<file path="src/rtl/univ_gate_pkg.sv">
// Shared types, step ROM and step-count table for univ_gate_seq.
// Step ROM entries give (x operand, y operand, destination) per primitive step.
package univ_gate_pkg;

  typedef enum logic [2:0] {
    OP_PRIM, OP_AND, OP_OR, OP_NOT,
    OP_DUAL, OP_XOR, OP_XNOR, OP_BUF
  } op_e;

  typedef enum logic [1:0] {
    IDLE, EXEC, DONE
  } state_e;

  typedef enum logic [2:0] {
    SEL_A, SEL_B, SEL_T, SEL_U, SEL_V, SEL_R
  } sel_e;

  typedef struct packed {
    sel_e x;
    sel_e y;
    sel_e dst;
  } step_t;

  localparam int unsigned MAX_S = 5;

  function automatic step_t mk(
    input sel_e x,
    input sel_e y,
    input sel_e d
  );
    step_t s;
    s.x   = x;
    s.y   = y;
    s.dst = d;
    return s;
  endfunction

  // Step ROM [base][op][step]. A NOR base reuses the NAND
  // sequences with AND/OR and XOR/XNOR exchanged (duality).
  function automatic step_t step_rom(
    input logic       base,
    input op_e        op,
    input logic [2:0] idx
  );
    op_e   seq;
    step_t r;
    seq = op;
    if (base) begin
      case (op)
        OP_AND:  seq = OP_OR;
        OP_OR:   seq = OP_AND;
        OP_XOR:  seq = OP_XNOR;
        OP_XNOR: seq = OP_XOR;
        default: seq = op;
      endcase
    end
    r = mk(SEL_A, SEL_B, SEL_R);
    case (seq)
      OP_PRIM: r = mk(SEL_A, SEL_B, SEL_R);
      OP_AND:
        case (idx)
          3'd0:    r = mk(SEL_A, SEL_B, SEL_T);
          default: r = mk(SEL_T, SEL_T, SEL_R);
        endcase
      OP_OR:
        case (idx)
          3'd0:    r = mk(SEL_A, SEL_A, SEL_T);
          3'd1:    r = mk(SEL_B, SEL_B, SEL_U);
          default: r = mk(SEL_T, SEL_U, SEL_R);
        endcase
      OP_NOT: r = mk(SEL_A, SEL_A, SEL_R);
      OP_DUAL:
        case (idx)
          3'd0:    r = mk(SEL_A, SEL_A, SEL_T);
          3'd1:    r = mk(SEL_B, SEL_B, SEL_U);
          3'd2:    r = mk(SEL_T, SEL_U, SEL_V);
          default: r = mk(SEL_V, SEL_V, SEL_R);
        endcase
      OP_XOR:
        case (idx)
          3'd0:    r = mk(SEL_A, SEL_B, SEL_T);
          3'd1:    r = mk(SEL_A, SEL_T, SEL_U);
          3'd2:    r = mk(SEL_B, SEL_T, SEL_V);
          default: r = mk(SEL_U, SEL_V, SEL_R);
        endcase
      OP_XNOR:
        case (idx)
          3'd0:    r = mk(SEL_A, SEL_B, SEL_T);
          3'd1:    r = mk(SEL_A, SEL_T, SEL_U);
          3'd2:    r = mk(SEL_B, SEL_T, SEL_V);
          3'd3:    r = mk(SEL_U, SEL_V, SEL_T);
          default: r = mk(SEL_T, SEL_T, SEL_R);
        endcase
      OP_BUF:
        case (idx)
          3'd0:    r = mk(SEL_A, SEL_A, SEL_T);
          default: r = mk(SEL_T, SEL_T, SEL_R);
        endcase
      default: r = mk(SEL_A, SEL_B, SEL_R);
    endcase
    return r;
  endfunction

  // Step count S[base][op].
  function automatic logic [2:0] step_cnt(
    input logic base,
    input op_e  op
  );
    case (op)
      OP_PRIM: return 3'd1;
      OP_AND:  return base ? 3'd3 : 3'd2;
      OP_OR:   return base ? 3'd2 : 3'd3;
      OP_NOT:  return 3'd1;
      OP_DUAL: return 3'd4;
      OP_XOR:  return base ? 3'd5 : 3'd4;
      OP_XNOR: return base ? 3'd4 : 3'd5;
      OP_BUF:  return 3'd2;
      default: return 3'd1;
    endcase
  endfunction

endpackage

</file>
<file path="src/rtl/univ_prim.sv">
// Universal primitive: z = NAND(x,y) when BASE=0, NOR(x,y) when BASE=1.
// Ports: x, y operands (WIDTH); z result (WIDTH). Pure combinational.
module univ_prim #(
  parameter int WIDTH = 8,
  parameter int BASE  = 0
) (
  input  logic [WIDTH-1:0] x,
  input  logic [WIDTH-1:0] y,
  output logic [WIDTH-1:0] z
);

  if (BASE != 0) begin : g_nor
    assign z = ~(x | y);
  end else begin : g_nand
    assign z = ~(x & y);
  end

endmodule

</file>
<file path="src/rtl/univ_gate_seq.sv">
// Micro-sequenced 2-input logic unit built from one NAND/NOR primitive.
// Ports: clk, rst_n; in_valid/in_ready, op, in1, in2; out_valid/out_ready, out, out_steps.
module univ_gate_seq
  import univ_gate_pkg::*;
#(
  parameter int WIDTH = 8,
  parameter int BASE  = 0
) (
  input  logic             clk,
  input  logic             rst_n,
  input  logic             in_valid,
  output logic             in_ready,
  input  logic [2:0]       op,
  input  logic [WIDTH-1:0] in1,
  input  logic [WIDTH-1:0] in2,
  output logic             out_valid,
  input  logic             out_ready,
  output logic [WIDTH-1:0] out,
  output logic [2:0]       out_steps
);

  localparam logic BSEL = (BASE != 0);

  state_e           state, state_nx;
  op_e              op_q;
  logic [2:0]       cnt;
  logic [2:0]       s_len;
  logic             last;
  step_t            st;
  logic [WIDTH-1:0] a, b, t, u, v;
  logic [WIDTH-1:0] x, y, z;

  assign st    = step_rom(BSEL, op_q, cnt);
  assign s_len = step_cnt(BSEL, op_q);
  assign last  = (cnt == s_len - 3'd1);

  always_comb begin
    x = '0;
    case (st.x)
      SEL_A:   x = a;
      SEL_B:   x = b;
      SEL_T:   x = t;
      SEL_U:   x = u;
      SEL_V:   x = v;
      default: x = '0;
    endcase
  end

  always_comb begin
    y = '0;
    case (st.y)
      SEL_A:   y = a;
      SEL_B:   y = b;
      SEL_T:   y = t;
      SEL_U:   y = u;
      SEL_V:   y = v;
      default: y = '0;
    endcase
  end

  univ_prim #(
    .WIDTH(WIDTH),
    .BASE (BASE)
  ) u_prim (
    .x(x),
    .y(y),
    .z(z)
  );

  always_ff @(posedge clk or negedge rst_n) begin
    if (!rst_n) state <= IDLE;
    else        state <= state_nx;
  end

  always_comb begin
    state_nx = state;
    unique case (state)
      IDLE:    if (in_valid)  state_nx = EXEC;
      EXEC:    if (last)      state_nx = DONE;
      DONE:    if (out_ready) state_nx = IDLE;
      default: state_nx = IDLE;
    endcase
  end

  always_comb begin
    in_ready  = (state == IDLE);
    out_valid = (state == DONE);
  end

  always_ff @(posedge clk or negedge rst_n) begin
    if (!rst_n) begin
      a         <= '0;
      b         <= '0;
      t         <= '0;
      u         <= '0;
      v         <= '0;
      op_q      <= OP_PRIM;
      cnt       <= '0;
      out       <= '0;
      out_steps <= '0;
    end else begin
      unique case (1'b1)
        (state == IDLE): begin
          if (in_valid) begin
            a    <= in1;
            b    <= in2;
            op_q <= op_e'(op);
            t    <= '0;
            u    <= '0;
            v    <= '0;
            cnt  <= '0;
          end
        end
        (state == EXEC): begin
          cnt <= cnt + 3'd1;
          case (st.dst)
            SEL_T: t <= z;
            SEL_U: u <= z;
            SEL_V: v <= z;
            SEL_R: begin
              out       <= z;
              out_steps <= s_len;
            end
            default: ;
          endcase
        end
        default: ;
      endcase
    end
  end

endmodule

</file>
<file path="config.mk">
export PLATFORM = sky130hd
export DESIGN_NAME = univ_gate_seq
export DESIGN_NICKNAME = d
export VERILOG_FILES = /design/src/rtl/univ_gate_pkg.sv /design/src/rtl/univ_prim.sv /design/src/rtl/univ_gate_seq.sv
export SDC_FILE = /design/constraint.sdc
export NUM_CORES = 1
export LEC_CHECK = 0
export CORE_MARGIN = 2
export CORE_UTILIZATION = 50
export DETAILED_ROUTE_END_ITERATION = 8
export GPL_TIMING_DRIVEN = 0
export PLACE_DENSITY = 0.71
export REMOVE_ABC_BUFFERS = 1
export SLEW_MARGIN = 5
export SYNTH_ARGS = -nofsm -noshare
export SYNTH_HDL_FRONTEND = slang
export SYNTH_SLANG_ARGS = --single-unit
</file>
<file path="constraint.sdc">
create_clock -name clk -period 2.9 [get_ports clk]
set_input_delay 0.435 -clock clk [delete_from_list [all_inputs] [get_ports clk]]
set_output_delay 0.435 -clock clk [all_outputs]
set_load 0.01 [all_outputs]
</file>
==> impl_metrics.env, run 1 <==
export IMPL_outcome="completed"
export IMPL_floorplan_die_height_um=91.3
export IMPL_max_slew_margin_pct=56.4
export IMPL_nFillCells=562
export IMPL_number_of_register_bits_inferred_by_synthesis=59
export IMPL_post_synth_cell_types=50
export IMPL_layout_drive_gt1_share_pct=26.9
export IMPL_antenna_found_initial=0
export IMPL_finalClockSkew_ps=14.6
export IMPL_tritoncts_num_sinks=59
export IMPL_synth_common_cells="sky130_fd_sc_hd__dfrtp_1, sky130_fd_sc_hd__nand2_1, sky130_fd_sc_hd__mux2i_1"
export IMPL_floorplan_core_area_um2=7330
export IMPL_wirelength_um=9350
export IMPL_nets=439
export IMPL_critical_path_slowest_cell="sky130_fd_sc_hd__dfrtp_2"
export IMPL_worstPathMaxFanout=7
export IMPL_first_global_vias=2971
export IMPL_top_level_ports=36
export IMPL_cts_inserted_buffers=9
export IMPL_regToRegSetupSlack_ps=30
export IMPL_synth_area_leaders="sky130_fd_sc_hd__dfrtp_1, sky130_fd_sc_hd__mux2i_1, sky130_fd_sc_hd__mux2_2"
export IMPL_arrival_ps=3120
export IMPL_place_worst_setup_slack_ps=-920
export IMPL_avgRoutedWirePerCell_um=18.4
export IMPL_setup_repair_after_global_routing_missed_its_margin="yes"
export IMPL_grt_pass1_wl_um=15100
export IMPL_die_area_um2=8340
export IMPL_total_iterations_of_the_first_detailed_routing_run=4
export IMPL_grt_util_all_layers_pct=23.1
export IMPL_fmaxAchievable_ghz=0.349
export IMPL_postSynthCellCount=362
export IMPL_crit_path_start_kind="register"
export IMPL_timing_critical_path_slowest_cell_delay_ps=440
export IMPL_drcViolationCount=0
export IMPL_sequential_cell_area_um2=1480
export IMPL_cp_required_ps=3150
export IMPL_setup_slack_after_layout_ps=30.9
export IMPL_share_of_the_clock_period_used_by_the_worst_path_pct=98.9
export IMPL_path_cells="inv_1 -> ha_4 -> nand2b_4 -> or3_4 -> a211oi_4 -> clkbuf_4 -> mux2_2 -> a22oi_2 -> a211oi_4 -> mux2i_1"
export IMPL_grt_max_degree=38
export IMPL_path_buf_inv=2
export IMPL_worstHoldPathType="input port to asynchronous set/reset pin"
export IMPL_multi_input_area_um2=2370
export IMPL_die_x_um=91.3
export IMPL_grt_overflow_total=0
export IMPL_yosysTopAreaCell="sky130_fd_sc_hd__dfrtp_1"
export IMPL_fin_crit_ps=2870
export IMPL_vias_per_cell=5.94
export IMPL_worst_pin_slew_ps=654
export IMPL_rows=31
export IMPL_cts_hold_buffers=0
export IMPL_finalHoldViolCount=0
export IMPL_ctsRootBufferMaster="sky130_fd_sc_hd__clkbuf_8"
export IMPL_worst_path_dominant_cell_family="compound AO/OA/AOI/OAI gates"
export IMPL_synthToLayoutAreaGrowth_pct=24.3
export IMPL_clock_tree_htree_level_count=3
export IMPL_gpl_final_weighted_congestion=0.939
export IMPL_seq_area_frac_synth_pct=38.7
export IMPL_floorplan_initialDensity_pct=52.0
export IMPL_drtIter0Drc=222
export IMPL_later_pin_clock_latency_in_the_skew_report_ps=350
export IMPL_netlist_area_leader_share_pct=38.7
export IMPL_worst_setup_path_type="register to register"
export IMPL_portBuffers=35
export IMPL_antenna_cells_inserted=0
export IMPL_ant_nets=0
export IMPL_setup_worst_path_end_class="register"
export IMPL_yosys_warnings=0
export IMPL_synthFlopType="sky130_fd_sc_hd__dfrtp_1"
export IMPL_final_count_of_negative_setup_slack_endpoints=0
export IMPL_crit_top_cell="sky130_fd_sc_hd__a211oi_4"
export IMPL_final_max_slew_viol_count=0
export IMPL_synth_avg_cell_area_um2=10.5
export IMPL_clk_path_buf_depth=2
export IMPL_clkSlewWorstSetupHoldPaths_ps=70
export IMPL_number_of_flops_mapped_to_enable_cells_by_yosys=0
export IMPL_ys_async_sr_fraction_pct=100
export IMPL_vias=3015
export IMPL_top_count_cell_post_synth="sky130_fd_sc_hd__dfrtp_1"
export IMPL_synthesis_area_um2=3810
export IMPL_dp_hpwl_um=5820
export IMPL_tritoncts="done"
export IMPL_timing_max_cap_violations=0
-- layout by cell type (no fill, tap or decap), drive strengths merged, types with 3 or more instances in the layout --
| master | count |
|---|---|
| o21bai | 4 |
| dfrtp | 59 |
| o22a | 8 |
| buf | 17 |
| inv | 11 |
| o21ai | 23 |
| a22oi | 7 |
| nand2 | 45 |
| nand2b | 7 |
| clkdlybuf4s50 | 34 |
| xnor2 | 3 |
| a211oi | 9 |
| nand3 | 13 |
| clkinv | 4 |
| mux2i | 42 |
| clkbuf | 12 |
| nor3 | 6 |
| a21oi | 9 |
| nor2b | 3 |
| mux2 | 42 |
| nor2 | 9 |
| a32oi | 3 |
| ha | 12 |
-- state kept, by name (all words and copies together), names as in the netlist --
| signal | cells |
|---|---|
| v | 8 |
| state | 2 |
| u | 8 |
| cnt | 3 |
| a | 8 |
| b | 8 |
| out | 8 |
| out_steps | 3 |
| t | 8 |
| op_q | 3 |
-- timing repair --
item	4_1_cts	5_1_grt
pin swaps	3	2
endpoints found under the setup margin	32	35
resized for setup	17	27
setup buffers	4	9
gates cloned	1	1
-- final cells by class --
type                       count  area share (%)
timing repair buffer          52            11.3
clock buffer                  11            2.77
multi-input combinational    271            50.0
clock inverter                 5            1.13
sequential                    59            31.3
inverter                      11           0.871
tap                           99            2.61
-- path summary, 6_finish.rpt --
kind	cells after the start	startpoint	endpoint
worst max-delay path	10	cnt[0]	u[7]
worst min-delay path	2	rst_n	b[7]
worst max register to register	10	cnt[0]	u[7]
worst min register to register	2	out_steps[0]	out_steps[0]
max in group asynchronous	3	rst_n	u[7]
min in group clk	2	out_steps[0]	out_steps[0]
-- metal layers --
| layer | part of all wire [%] | vias up | GRT usage (%) |
|---|---|---|---|
| met5 | 0 | - | 0 |
| met4 | 1.5 | 0 | 8.33 |
| met3 | 5.4 | 13 | 6.39 |
| met2 | 48 | 97 | 34.3 |
| met1 | 45 | 1512 | 32.2 |
| li1 | - | 1393 | - |
-- cells by family after synthesis --
logic type	share of synthesized area, %
flops	38.7
buf+inv	4.33
compound gates	17.8
fa+ha+maj	3.94
xor+xnor	0.919
mux	23.4
simple gates	10.8
-- per-stage QoR --
| step | setup TNS [ps] | utilization (%) | cell area, um^2 | hold slack, ps | instances |
|---|---|---|---|---|---|
| after global placement | -54760 | 56.8 | 4160 | 465 | 474 |
| final | 0 | 64.7 | 4740 | 50.6 | 508 |
| after global routing | -106 | 64.7 | 4740 | 52.0 | 508 |
| after CTS | 0 | 62.0 | 4550 | 47.3 | 498 |
| after floorplan | -6650 | - | 3690 | 139 | 340 |
| after detailed placement | -26550 | 57.7 | 4230 | 419 | 477 |
Power of run 1 is not shown: default switching activity piles up to over one toggle a cycle in this logic, so the estimate is an artifact.
==> run 2: changes to the inputs <==
SKIP_LAST_GASP = 1   (was unset)
==> run 2 against run 1 <==
Critical path depth unchanged. Core utilization down 0.10 points. Non-clock buffer count down 1. Die area unchanged. Critical endpoint is now u[0].
==> impl_metrics.env, run 2 (synthesis gave the netlist of run 1 again) <==
export IMPL_arrival_ps=3080
export IMPL_antenna_cells_inserted=0
export IMPL_final_count_of_negative_setup_slack_endpoints=0
export IMPL_floorplan_die_height_um=91.3
export IMPL_ctsRootBufferMaster="sky130_fd_sc_hd__clkbuf_8"
export IMPL_outcome="completed"
export IMPL_post_layout_nonfiller_instances=507
export IMPL_top_level_ports=36
export IMPL_clk_path_buf_depth=2
export IMPL_max_slew_margin_pct=55.3
export IMPL_path_cells="inv_2 -> ha_4 -> nand2b_4 -> or3_4 -> a211oi_4 -> buf_2 -> mux2_2 -> a22oi_2 -> a211oi_4 -> mux2i_1"
export IMPL_ant_nets=0
export IMPL_finalHoldViolCount=0
export IMPL_floorplan_core_area_um2=7330
export IMPL_cts_inserted_buffers=9
export IMPL_wirelength_um=9390
export IMPL_grt_max_degree=38
export IMPL_final_cell_mix="sky130_fd_sc_hd__dfrtp_1, sky130_fd_sc_hd__nand2_1, sky130_fd_sc_hd__mux2i_1"
export IMPL_vias_per_cell=5.91
export IMPL_rows=31
export IMPL_setup_worst_path_end_class="register"
export IMPL_grt_util_all_layers_pct=23.0
export IMPL_multi_input_area_um2=2370
export IMPL_first_global_vias=2969
export IMPL_nets=438
export IMPL_layout_drive_gt1_share_pct=26.5
export IMPL_setup_repair_after_global_routing_missed_its_margin="yes"
export IMPL_portBuffers=35
export IMPL_worstHoldPathType="input port to asynchronous set/reset pin"
export IMPL_clock_tree_htree_level_count=3
export IMPL_fin_crit_ps=2820
export IMPL_floorplan_initialDensity_pct=52.0
export IMPL_avgRoutedWirePerCell_um=18.5
export IMPL_die_x_um=91.3
export IMPL_grt_pass1_wl_um=15000
export IMPL_tritoncts="done"
export IMPL_crit_top_cell="sky130_fd_sc_hd__a211oi_4"
export IMPL_worstPathMaxFanout=7
export IMPL_total_iterations_of_the_first_detailed_routing_run=5
export IMPL_finalClockSkew_ps=14.6
export IMPL_drcViolationCount=0
export IMPL_dp_hpwl_um=5820
export IMPL_tritoncts_num_sinks=59
export IMPL_antenna_found_initial=0
export IMPL_dpl_cell_count=477
export IMPL_fmaxAchievable_ghz=0.354
export IMPL_timing_critical_path_slowest_cell_delay_ps=470
export IMPL_nFillCells=561
export IMPL_vias=2997
export IMPL_critical_path_slowest_cell="sky130_fd_sc_hd__dfrtp_2"
export IMPL_share_of_the_clock_period_used_by_the_worst_path_pct=97.4
export IMPL_synthToLayoutAreaGrowth_pct=24.1
export IMPL_gpl_final_weighted_congestion=0.939
export IMPL_worst_pin_slew_ps=670
export IMPL_crit_path_start_kind="register"
export IMPL_clkSlewWorstSetupHoldPaths_ps=70
export IMPL_grt_overflow_total=0
export IMPL_die_area_um2=8340
export IMPL_worst_setup_path_type="register to register"
export IMPL_cts_hold_buffers=0
export IMPL_layout_cells_most_common="sky130_fd_sc_hd__dfrtp_1"
export IMPL_later_pin_clock_latency_in_the_skew_report_ps=350
export IMPL_drtIter0Drc=192
export IMPL_final_max_slew_viol_count=0
export IMPL_sequential_cell_area_um2=1480
export IMPL_timing_max_cap_violations=0
export IMPL_cp_required_ps=3160
-- run 2: changes by cell type in the layout (fill, tap and decap cells not counted) --
cell / previous run / this run
sky130_fd_sc_hd__buf_4: 11 / 10
sky130_fd_sc_hd__ha_2: 4 / 2
sky130_fd_sc_hd__a32oi_1: 2 / 1
sky130_fd_sc_hd__buf_2: 1 / 2
sky130_fd_sc_hd__a32oi_2: 1 / 2
sky130_fd_sc_hd__clkbuf_4: 1 / 0
sky130_fd_sc_hd__ha_1: 6 / 8
-- run 2: per-layer routing --
layer	routed length, um	global-route usage, %	vias up
met5	0	0	-
met4	157	8.33	0
met3	597	6.39	16
met2	4530	34.3	96
met1	4110	32.2	1493
li1	-	-	1392
-- run 2: worst paths after layout --
kind | start | endpoint | slack (ps) | cells past startpoint
max in group asynchronous | rst_n | u[7] | 2470 | 3
min in group clk | out_steps[0] | out_steps[0] | 480 | 2
min | rst_n | b[7] | 50 | 2
min reg2reg | out_steps[0] | out_steps[0] | 480 | 2
max | cnt[1] | u[0] | 80 | 10
max reg2reg | cnt[1] | u[0] | 80 | 10
-- run 2: through the flow --
step	hold WS [ps]	setup slack, ps	TNS [ps]	util (%)	cell area, um^2
2_1_floorplan	139	-244	-6650	-	3690
3_3_place_gp	465	-880	-54760	56.8	4160
3_5_place_dp	419	-920	-26550	57.7	4230
4_1_cts	47.3	-26.0	-26.0	61.9	4540
5_1_grt	52.0	-45.3	-316	64.6	4730
6_report	47.9	75.3	0	64.6	4730
-- run 2: critical path: cells and delay by family (launching register included) --
kind / cells / cell delay (ps)
flip-flops: 1 / 470
AO/OA/AOI/OAI: 3 / 700
buffers and inverters: 2 / 370
multiplexers: 2 / 500
adder cells (fa/ha/maj): 1 / 200
AND/OR/NAND/NOR: 2 / 510
-- run 2: layout make-up --
type | instances | share of cell area, %
Clock inverter | 5 | 1.14
Timing Repair Buffer | 51 | 11.1
Sequential cell | 59 | 31.4
Clock buffer | 11 | 2.78
Multi-Input combinational cell | 271 | 50.2
Tap cell | 99 | 2.62
Inverter | 11 | 0.872
-- run 2: repair_timing --
action,4_1_cts,5_1_grt
gates cloned,1,1
endpoints found under the setup margin,32,35
resized for setup,16,26
buffers inserted,4,8
pin swaps,3,4
Power of run 2 is left out for the same reason.
